--- src/rtl/ft245_pkg.sv ---
// Shared types and constants for the FT245-style FIFO responder.
package ft245_pkg;

    localparam int unsigned DATA_W = 8;

    // Bus strobe levels when no transfer is in progress.
    localparam logic RD_IDLE = 1'b1;
    localparam logic WR_IDLE = 1'b0;

    // Byte presented on a bus read that finds RX empty.
    localparam logic [DATA_W-1:0] UDF_FILL = 8'hFF;

    typedef enum logic [1:0] {
        R_IDLE,
        R_ACTIVE,
        R_RECOVER
    } rd_state_t;

    typedef enum logic {
        W_IDLE,
        W_RECOVER
    } wr_state_t;

endpackage

--- src/rtl/ft245_fifo_responder_if.sv ---
// Bus-side and PC-side signals of the FT245 responder.
interface ft245_fifo_responder_if;
    import ft245_pkg::*;

    // CPU bus side
    logic              _rd;
    logic              wr;
    logic [DATA_W-1:0] d_in;
    logic [DATA_W-1:0] d_out;
    logic              d_oe;
    logic              _rdf;
    logic              _txe;

    // PC side
    logic [DATA_W-1:0] in_data;
    logic              in_valid;
    logic              in_ready;
    logic [DATA_W-1:0] out_data;
    logic              out_valid;
    logic              out_ready;

    // The responder (USB chip stand-in)
    modport slave (
        input  _rd, wr, d_in, in_data, in_valid, out_ready,
        output d_out, d_oe, _rdf, _txe, in_ready, out_data, out_valid
    );

    // The bus host and PC-side driver
    modport master (
        output _rd, wr, d_in, in_data, in_valid, out_ready,
        input  d_out, d_oe, _rdf, _txe, in_ready, out_data, out_valid
    );

endinterface

--- src/rtl/sync_fifo.sv ---
// Synchronous FIFO with extended-pointer full/empty; head shown from storage.
module sync_fifo #(
    parameter int unsigned DEPTH  = 16,
    parameter int unsigned DATA_W = 8
) (
    input  logic              clk,
    input  logic              _reset,
    input  logic              push,
    input  logic [DATA_W-1:0] din,
    input  logic              pop,
    output logic [DATA_W-1:0] head,
    output logic              full,
    output logic              empty
);

    localparam int unsigned AW = $clog2(DEPTH);

    logic [AW:0]       wp;
    logic [AW:0]       rp;
    logic [DATA_W-1:0] mem [DEPTH];
    logic              do_push;
    logic              do_pop;

    // Full/empty come from registered pointers, so a push into a full FIFO
    // is refused even when a pop happens in the same cycle.
    assign empty   = (wp == rp);
    assign full    = (wp[AW] != rp[AW]) && (wp[AW-1:0] == rp[AW-1:0]);
    assign do_push = push & ~full;
    assign do_pop  = pop & ~empty;
    assign head    = mem[rp[AW-1:0]];

    // Pointer update; pointers wrap naturally through the extra MSB.
    always_ff @(posedge clk) begin
        if (!_reset) begin
            wp <= '0;
            rp <= '0;
        end else begin
            if (do_push) wp <= wp + 1'b1;
            if (do_pop)  rp <= rp + 1'b1;
        end
    end

    // Storage write.
    always_ff @(posedge clk) begin
        if (do_push) mem[wp[AW-1:0]] <= din;
    end

endmodule

--- src/rtl/ft245_fifo_responder.sv ---
// Device-side FT245 parallel FIFO model: RX buffer read by bus strobes,
// TX buffer filled by bus writes, PC side as valid/ready streams.
module ft245_fifo_responder
    import ft245_pkg::*;
#(
    parameter int unsigned DEPTH       = 16,
    parameter int unsigned SYNC_STAGES = 2
) (
    input  logic                   clk,
    input  logic                   _reset,
    ft245_fifo_responder_if.slave  bus,
    output logic                   ovf,
    output logic                   udf
);

    // Synchronizers and edge detection
    logic [SYNC_STAGES-1:0] rd_sync;
    logic [SYNC_STAGES-1:0] wr_sync;
    logic [DATA_W-1:0]      d_sync [SYNC_STAGES];
    logic                   rd_s, wr_s, rd_p, wr_p;
    logic [DATA_W-1:0]      d_s;
    logic                   rd_fall, rd_rise, wr_fall;

    // FIFO connections
    logic              rx_push, rx_pop, rx_full, rx_empty;
    logic [DATA_W-1:0] rx_head;
    logic              tx_push, tx_pop, tx_full, tx_empty;
    logic [DATA_W-1:0] tx_head, tx_din;

    // Read side state
    rd_state_t         rstate, rstate_n;
    logic              pop_pend, pop_pend_n;
    logic [DATA_W-1:0] d_out_q, d_out_n;
    logic              d_oe_q;
    logic              udf_q, udf_n;

    // Write side state
    wr_state_t         wstate, wstate_n;
    logic              wr_pend, wr_pend_n;
    logic [DATA_W-1:0] wr_pend_data, wr_pend_data_n;
    logic              ovf_q, ovf_n;

    // Low during reset, high from the first clock after release.
    logic              running;

    assign rd_s    = rd_sync[SYNC_STAGES-1];
    assign wr_s    = wr_sync[SYNC_STAGES-1];
    assign d_s     = d_sync[SYNC_STAGES-1];
    assign rd_fall = rd_p & ~rd_s;
    assign rd_rise = ~rd_p & rd_s;
    assign wr_fall = wr_p & ~wr_s;

    // Strobe and data synchronizer chains plus one edge-detect stage.
    always_ff @(posedge clk) begin
        if (!_reset) begin
            rd_sync <= {SYNC_STAGES{RD_IDLE}};
            wr_sync <= {SYNC_STAGES{WR_IDLE}};
            for (int unsigned i = 0; i < SYNC_STAGES; i++) d_sync[i] <= '0;
            rd_p    <= RD_IDLE;
            wr_p    <= WR_IDLE;
        end else begin
            rd_sync <= {rd_sync[SYNC_STAGES-2:0], bus._rd};
            wr_sync <= {wr_sync[SYNC_STAGES-2:0], bus.wr};
            d_sync[0] <= bus.d_in;
            for (int unsigned i = 1; i < SYNC_STAGES; i++) d_sync[i] <= d_sync[i-1];
            rd_p    <= rd_s;
            wr_p    <= wr_s;
        end
    end

    sync_fifo #(.DEPTH(DEPTH), .DATA_W(DATA_W)) u_rx (
        .clk    (clk),
        ._reset (_reset),
        .push   (rx_push),
        .din    (bus.in_data),
        .pop    (rx_pop),
        .head   (rx_head),
        .full   (rx_full),
        .empty  (rx_empty)
    );

    sync_fifo #(.DEPTH(DEPTH), .DATA_W(DATA_W)) u_tx (
        .clk    (clk),
        ._reset (_reset),
        .push   (tx_push),
        .din    (tx_din),
        .pop    (tx_pop),
        .head   (tx_head),
        .full   (tx_full),
        .empty  (tx_empty)
    );

    assign rx_push = bus.in_valid & bus.in_ready;
    assign tx_pop  = bus.out_valid & bus.out_ready;

    // State registers for both strobe machines and the bus outputs.
    always_ff @(posedge clk) begin
        if (!_reset) begin
            running      <= 1'b0;
            rstate       <= R_IDLE;
            pop_pend     <= 1'b0;
            d_out_q      <= '0;
            d_oe_q       <= 1'b0;
            udf_q        <= 1'b0;
            wstate       <= W_IDLE;
            wr_pend      <= 1'b0;
            wr_pend_data <= '0;
            ovf_q        <= 1'b0;
        end else begin
            running      <= 1'b1;
            rstate       <= rstate_n;
            pop_pend     <= pop_pend_n;
            d_out_q      <= d_out_n;
            d_oe_q       <= (rstate == R_ACTIVE);
            udf_q        <= udf_n;
            wstate       <= wstate_n;
            wr_pend      <= wr_pend_n;
            wr_pend_data <= wr_pend_data_n;
            ovf_q        <= ovf_n;
        end
    end

    // Read machine: latch head on strobe start, pop only once the strobe ends.
    always_comb begin
        rstate_n   = rstate;
        pop_pend_n = pop_pend;
        d_out_n    = d_out_q;
        udf_n      = udf_q;
        rx_pop     = 1'b0;
        case (rstate)
            R_IDLE: begin
                if (rd_fall) begin
                    rstate_n = R_ACTIVE;
                    if (rx_empty) begin
                        d_out_n    = UDF_FILL;
                        udf_n      = 1'b1;
                        pop_pend_n = 1'b0;
                    end else begin
                        d_out_n    = rx_head;
                        pop_pend_n = 1'b1;
                    end
                end
            end
            R_ACTIVE: begin
                if (rd_rise) begin
                    rx_pop     = pop_pend;
                    pop_pend_n = 1'b0;
                    rstate_n   = R_RECOVER;
                end
            end
            R_RECOVER: rstate_n = R_IDLE;
            default:   rstate_n = R_IDLE;
        endcase
    end

    // Write machine: a falling edge seen during recovery is held in a
    // one-deep queue (with its byte) and serviced on return to idle.
    always_comb begin
        wstate_n       = wstate;
        wr_pend_n      = wr_pend;
        wr_pend_data_n = wr_pend_data;
        ovf_n          = ovf_q;
        tx_push        = 1'b0;
        tx_din         = d_s;
        case (wstate)
            W_IDLE: begin
                if (wr_pend || wr_fall) begin
                    wstate_n       = W_RECOVER;
                    tx_din         = wr_pend ? wr_pend_data : d_s;
                    if (tx_full) ovf_n   = 1'b1;
                    else         tx_push = 1'b1;
                    wr_pend_n      = wr_pend & wr_fall;
                    wr_pend_data_n = d_s;
                end
            end
            W_RECOVER: begin
                wstate_n = W_IDLE;
                if (wr_fall) begin
                    wr_pend_n      = 1'b1;
                    wr_pend_data_n = d_s;
                end
            end
            default: wstate_n = W_IDLE;
        endcase
    end

    assign bus.d_out     = d_out_q;
    assign bus.d_oe      = d_oe_q;
    assign bus._rdf      = ~running | rx_empty | (rstate != R_IDLE);
    assign bus._txe      = ~running | tx_full | (wstate == W_RECOVER);
    assign bus.in_ready  = running & ~rx_full;
    assign bus.out_valid = ~tx_empty;
    assign bus.out_data  = tx_head;
    assign ovf           = ovf_q;
    assign udf           = udf_q;

endmodule
--- src/flat_wrapper.sv ---
// flat-port wrapper written by rule: the top's interface ports become plain ports
module ft245_fifo_responder_flat import ft245_pkg::*;
#(
    parameter int unsigned DEPTH       = 16,
    parameter int unsigned SYNC_STAGES = 2
)
  (clk, _reset, ovf, udf, bus__rd, bus_wr, bus_d_in, bus_in_data, bus_in_valid, bus_out_ready, bus_d_out, bus_d_oe, bus__rdf, bus__txe, bus_in_ready, bus_out_data, bus_out_valid);
  ft245_fifo_responder_if bus_i ();
  input  logic clk;
  input  logic _reset;
  output logic ovf;
  output logic udf;
  input wire logic [$bits(bus_i._rd)-1:0] bus__rd;
  input wire logic [$bits(bus_i.wr)-1:0] bus_wr;
  input wire logic [$bits(bus_i.d_in)-1:0] bus_d_in;
  input wire logic [$bits(bus_i.in_data)-1:0] bus_in_data;
  input wire logic [$bits(bus_i.in_valid)-1:0] bus_in_valid;
  input wire logic [$bits(bus_i.out_ready)-1:0] bus_out_ready;
  output wire logic [$bits(bus_i.d_out)-1:0] bus_d_out;
  output wire logic [$bits(bus_i.d_oe)-1:0] bus_d_oe;
  output wire logic [$bits(bus_i._rdf)-1:0] bus__rdf;
  output wire logic [$bits(bus_i._txe)-1:0] bus__txe;
  output wire logic [$bits(bus_i.in_ready)-1:0] bus_in_ready;
  output wire logic [$bits(bus_i.out_data)-1:0] bus_out_data;
  output wire logic [$bits(bus_i.out_valid)-1:0] bus_out_valid;
  assign bus_i._rd = bus__rd;
  assign bus_i.wr = bus_wr;
  assign bus_i.d_in = bus_d_in;
  assign bus_i.in_data = bus_in_data;
  assign bus_i.in_valid = bus_in_valid;
  assign bus_i.out_ready = bus_out_ready;
  assign bus_d_out = bus_i.d_out;
  assign bus_d_oe = bus_i.d_oe;
  assign bus__rdf = bus_i._rdf;
  assign bus__txe = bus_i._txe;
  assign bus_in_ready = bus_i.in_ready;
  assign bus_out_data = bus_i.out_data;
  assign bus_out_valid = bus_i.out_valid;
  ft245_fifo_responder #(.DEPTH(DEPTH), .SYNC_STAGES(SYNC_STAGES)) u_core (.clk(clk), ._reset(_reset), .bus(bus_i), .ovf(ovf), .udf(udf));
endmodule
--- config.mk ---
export PLATFORM = sky130hd
export DESIGN_NAME = ft245_fifo_responder_flat
export DESIGN_NICKNAME = d
export VERILOG_FILES = /design/src/rtl/ft245_pkg.sv /design/src/rtl/ft245_fifo_responder_if.sv /design/src/rtl/sync_fifo.sv /design/src/rtl/ft245_fifo_responder.sv /design/src/flat_wrapper.sv
export SDC_FILE = /design/constraint.sdc
export NUM_CORES = 1
export LEC_CHECK = 0
export CORE_MARGIN = 2
export CORE_UTILIZATION = 43
export CTS_CLUSTER_SIZE = 30
export DETAILED_ROUTE_END_ITERATION = 8
export PLACE_DENSITY_LB_ADDON = 0.15
export SYNTH_ARGS = -nofsm -noshare
export SYNTH_HDL_FRONTEND = slang
export SYNTH_SLANG_ARGS = --single-unit
--- constraint.sdc ---
create_clock -name clk -period 2.95 [get_ports clk]
set_clock_uncertainty 0.15 [all_clocks]
set_input_delay 0.59 -clock clk [delete_from_list [all_inputs] [get_ports clk]]
set_output_delay 0.59 -clock clk [all_outputs]
set_load 0.03 [all_outputs]
# Word level (Yosys, flattened, before mapping)
# Memories as Yosys holds them, arrays and structs flattened. A register that Yosys moved wholly into a read port is not among the register bits.
# Index checks and enable logic that the tools add are counted.
# totals
register_bits,51
ram_bits,272
inputBits,22
wordCells,110
n_memories,3
# classes
n_eq_ne,11
add_sub_neg,4
n_mux,36
bitwise_logic,26
n_reduce_logical,12
# mem_list
memory,depth,width,read_ports,rd_clocked_by_memory_dff,write_ports,line_no,source
u_core.u_rx.mem,16,8,1,1,1,sync_fifo.sv:20,logic [DATA_W-1:0] mem [DEPTH];
u_core.u_tx.mem,16,8,1,1,1,sync_fifo.sv:20,
u_core.d_sync,2,8,2,0,2,ft245_fifo_responder.sv:19,logic [DATA_W-1:0] d_sync [SYNC_STAGES];
# ops
cell,n
8-bit two-way mux,8
"5-bit by 1-bit adder with 5-bit output, second input constant",4
1-bit two-way mux,17
4-bit two-way mux,4
8-bit case mux with 2 select lines,1
1-bit bitwise AND,11
5-bit equality test,2
1-bit inverter,9
3-bit AND reduction,3
4-bit equality test,2
"2-bit by 1-bit != test with 1-bit output, second input constant",4
1-bit bitwise OR,6
1-bit case mux with 2 select lines,3
2-bit AND reduction,3
2-bit two-way mux,2
2-bit case mux with 2 select lines,1
2-bit nonzero test,2
"2-bit by 1-bit equality test with 1-bit output, second input constant",1
1-bit logical AND,2
2-bit zero test,1
1-bit != test,2
1-bit logical OR,1

# Depth between registers and ports, before layout
# logic_depth
ltp_word,8
ltp_mapped,6

# By module
# Synthesis repeated with hierarchy kept, for this count alone.
# unflattened
hier_cells,758
area_unflattened_um2,13310.3
# by_module_without_submodules
module,cells_per_inst,area_per_inst_um2,seq_area_each_um2,instances
sync_fifo at u_core.u_rx,286,5816.8,4124.0,1
sync_fifo at u_core.u_tx,285,5800.6,4124.0,1
ft245_fifo_responder,187,1692.9,940.9,1

# Least setup slack after synthesis
# No wires, ideal clock.
# synth_path
path_type,flip-flop to output port
start,register with a tool-made name
end,output port bus_out_data[0]
path_slack_ps,542
path_stages_with_launch,5
t_arrival_ps,1668
path_buffers,2
path_cell_list,dfxtp_1 buf_6 buf_8 mux4_1 mux4_2
# synth_lines
item,line_no,source
end: declaration,flat_wrapper.sv:24,output wire logic [$bits(bus_i.out_data)-1:0] bus_out_data;

==> qor_table.md <==
| Quantity | This run | Unit |
|---|---|---|
| Number of fill cells | 2,547 | - |
| Antenna fix cells | 0 | - |
| Largest net degree at the start of global routing | 75 | - |
| Routed wire length per instance | 20.7 | um |
| Area growth, synth to finish | 16.9 | % |
| Critical Path Sink Type | output port | - |
| Post-synthesis instance area | 13,100 | um^2 |
| Final weighted congestion of routability-driven global placement | 0.749 | - |
| Number of CTS-inserted buffers | 35 | - |
| Comb pwr share | 4.0 | % |
| Reported leakage power | 5.14 | nW |
| CTS tree | yes | - |
| Global-route wire length before repair | 40,500 | um |
| EDFF count, synth | 256 | - |
| Library cell occupying the most area in the post-synthesis netlist | sky130_fd_sc_hd__edfxtp_1 | - |
| Via count of the first global-routing pass | 6,925 | - |
| Total GRT Usage | 17.2 | % |
| RSZ-0062 raised after global routing | yes | - |
| Peak fanout along the critical path | 8 | - |
| Boundary pin count | 45 | - |
| # DRC | 0 | - |
| Nets in the synthesized netlist | 832 | - |
| Switching portion of total power | 19.6 | % |
| Top post-synthesis cells by area | sky130_fd_sc_hd__edfxtp_1 (59%), sky130_fd_sc_hd__dfxtp_1 (11%), sky130_fd_sc_hd__mux2i_1 (6.9%) | - |
| Reported net switching power | 0.00189 | W |
| Element type at the critical path start | register | - |
| WL final | 27,000 | um |
| Fraction of final layout cells sized beyond drive strength 1 | 17.6 | % |
| Grt total ovfl | 0 | - |
| Final HPWL from detailed placement | 17,100 | um |
| Minimum period implied by the final worst setup slack | 3.08 | ns |
| Sequential power share | 52.6 | % |
| Clock buffer depth | 3 | - |
| Number of DRC violations after detailed-routing iteration 0 | 539 | - |
| Critical Path RT | 2.21 | ns |
| Number of iterations in the first detailed-routing pass | 5 | - |
| Internal portion of total power | 0.00776 | W |
| Core region area | 30,300 | um^2 |
| Worst slack after detailed placement | 0.0145 | ns |
| Worst slew margin | 50.3 | % |
| Final Setup Violations | 8 | - |
| Number of antenna violations at the first check in global routing | 1 | - |
| Level count of the clock H-tree | 2 | - |
| Die Ht | 179 | um |
| Number of register bits inferred by synthesis | 331 | - |
| Count of unique library cells instantiated by Yosys | 49 | - |
| Port Buffers | 44 | - |
| Clock network fraction of design power | 43.4 | % |
| Most used flip-flop cell after synthesis | sky130_fd_sc_hd__edfxtp_1 | - |
| Clock latency reported for the late side of the worst-skew pair | 0.51 | ns |
| Die width | 179 | um |
| Setup CP Type | register to output port | - |
| Number of cells produced by synthesis | 800 | - |
| Violated checks | negative setup slack | - |
| Number of buffers inserted by hold repair at cts | 0 | - |
| MaxCap Viol Count | 0 | - |
| Run status | finished with violations | - |
| Proportion of synthesized chip area in sequential cells | 69.9 | % |
| Placed cell area | 14,200 | um^2 |
| Yosys warning count | 0 | - |
| Avg Inst Size Synth | 16.4 | um^2 |
| Class of the most critical hold timing path | register to register | - |
| Post-route cell area | 15,400 | um^2 |
| Achievable frequency | 0.325 | GHz |
| Worst setup margin | -0.129 | ns |
| Die area | 32,000 | um^2 |
| Via count | 6,979 | - |
| Power density over the cells | 628 | nW/um^2 |
| Register clock-pin slew on the reported worst setup and hold paths | 0.06 | ns |
| Worst Max-Slew Pin Slew | 0.743 | ns |
| Via/cell ratio | 5.36 | - |
| Starting utilization of the core area | 43.3 | % |
| Final hold violations | 0 | - |
| Share of Yosys cell area claimed by the top area cell type | 58.5 | % |
| Antenna-violating nets left | 0 | - |
| CP arrival | 2.34 | ns |
| Row Count | 64 | - |
| Final-stage net count | 915 | - |
| Number of clock sinks seen by CTS | 331 | - |
| Async S/R FF share, synth | 0 | % |
| Library cell with the highest instance count after synthesis | sky130_fd_sc_hd__edfxtp_1 | - |
| Clock root cell | sky130_fd_sc_hd__clkbuf_16 | - |
| Final number of max-transition violations | 0 | - |
| Peak supply drop | 0.417 | mV |
| Most frequent cells after synthesis | sky130_fd_sc_hd__edfxtp_1 (256), sky130_fd_sc_hd__mux2i_1 (90), sky130_fd_sc_hd__dfxtp_1 (75) | - |
| Post-route fraction of the period consumed by the critical path | 104 | % |
## layout by cell type (no fill, tap or decap), types with 16 or more instances in the layout
| master | count |
|---|---|
| sky130_fd_sc_hd__a22oi_1 | 16 |
| sky130_fd_sc_hd__and2_1 | 23 |
| sky130_fd_sc_hd__and3_1 | 31 |
| sky130_fd_sc_hd__buf_4 | 36 |
| sky130_fd_sc_hd__clkbuf_16 | 38 |
| sky130_fd_sc_hd__clkdlybuf4s50_1 | 31 |
| sky130_fd_sc_hd__dfxtp_1 | 71 |
| sky130_fd_sc_hd__edfxtp_1 | 256 |
| sky130_fd_sc_hd__mux2i_1 | 90 |
| sky130_fd_sc_hd__mux4_2 | 35 |
| sky130_fd_sc_hd__nand2_1 | 55 |
| sky130_fd_sc_hd__nand3_1 | 18 |
## kinds of logic after synthesis
kind of cell | after synthesis | share of synthesized area, %
XOR/XNOR | 12 | 0.800
buffers and inverters | 52 | 1.99
AND/OR/NAND/NOR | 187 | 7.66
flip-flops | 331 | 69.9
AO/OA/AOI/OAI | 69 | 3.50
adder cells (fa/ha/maj) | 11 | 1.03
multiplexers | 138 | 15.1
## worst paths after layout
check	startpoint	to	slack, ns	cells past startpoint
setup reg to reg	u_core.u_tx.wp[3]	u_core.u_tx.mem[14][3]	0.41	6
hold reg to reg	u_core.rd_sync[0]	u_core.rd_sync[1]	0.26	1
hold / removal	u_core.rd_sync[0]	u_core.rd_sync[1]	0.26	1
setup / recovery	register	bus_out_data[7]	-0.13	5
## worst max-delay path, cell delays in order (launching register included)
cell	delay [ns]
sky130_fd_sc_hd__dfxtp_4	0.39
sky130_fd_sc_hd__buf_12	0.14
sky130_fd_sc_hd__buf_8	0.12
sky130_fd_sc_hd__mux4_2	0.49
sky130_fd_sc_hd__mux4_2	0.52
sky130_fd_sc_hd__buf_6	0.17
## per-layer routing
| metal | vias up | GRT usage [%] | share of wire, % |
|---|---|---|---|
| met5 | - | 0 | 0 |
| met4 | 0 | 4.67 | 1.7 |
| met3 | 30 | 3.35 | 4.7 |
| met2 | 149 | 28.9 | 50 |
| met1 | 3553 | 22.7 | 44 |
| li1 | 3247 | - | - |
## state kept, by name, indices dropped and copies added (netlist names), 2 cells and up, named ones only
name / flops
u_core.u_tx.wp: 5
u_core.rd_sync: 2
u_core.rstate: 2
u_core.wr_sync: 2
u_core.u_rx.rp: 5
u_core.u_tx.rp: 5
u_core.u_rx.mem: 128
u_core.bus.d_out: 8
u_core.d_sync: 16
u_core.u_tx.mem: 128
u_core.wr_pend_data: 8
u_core.u_rx.wp: 5
## power by group through the flow
stage | logic (W) | clock network (W) | registers (W)
6_report | 0.000389 | 0.00418 | 0.00507
3_5_place_dp | 0.000360 | 0 | 0.00517
4_1_cts | 0.000393 | 0.00430 | 0.00507
2_1_floorplan | 0.000199 | 0 | 0.00518
5_1_grt | 0.000419 | 0.00450 | 0.00507
3_3_place_gp | 0.000351 | 0 | 0.00517
## through the flow
step	hold slack, ns	instances	utilization [%]	total power, W	TNS, ns
after floorplan	0.236	800	-	0.00537	0
after global placement	0.242	1235	46.7	0.00552	0
after detailed placement	0.250	1235	46.7	0.00553	0
after CTS	0.264	1303	50.7	0.00976	-1.05
after global routing	0.283	1303	50.6	0.00999	-1.22
final	0.259	1303	50.6	0.00964	-0.636
## layout make-up
cell class | instances | area, um^2 | share of cell area (%)
Inverter | 9 | 33.8 | 0.220
Tap cell | 396 | 495 | 3.23
Timing Repair Buffer | 89 | 890 | 5.79
Multi-Input combinational cell | 417 | 3630 | 23.6
Sequential cell | 331 | 9200 | 59.9
Clock inverter | 16 | 128 | 0.831
Clock buffer | 45 | 987 | 6.43
## repair_timing
item / CTS / global route
setup endpoints to repair: 11 / 10
pin swaps: 0 / 1
resized for setup: 62 / 12
setup buffers: 6 / 1
cloned: 1 / 0
No activity file was read; power rests on OpenSTA's default activity.
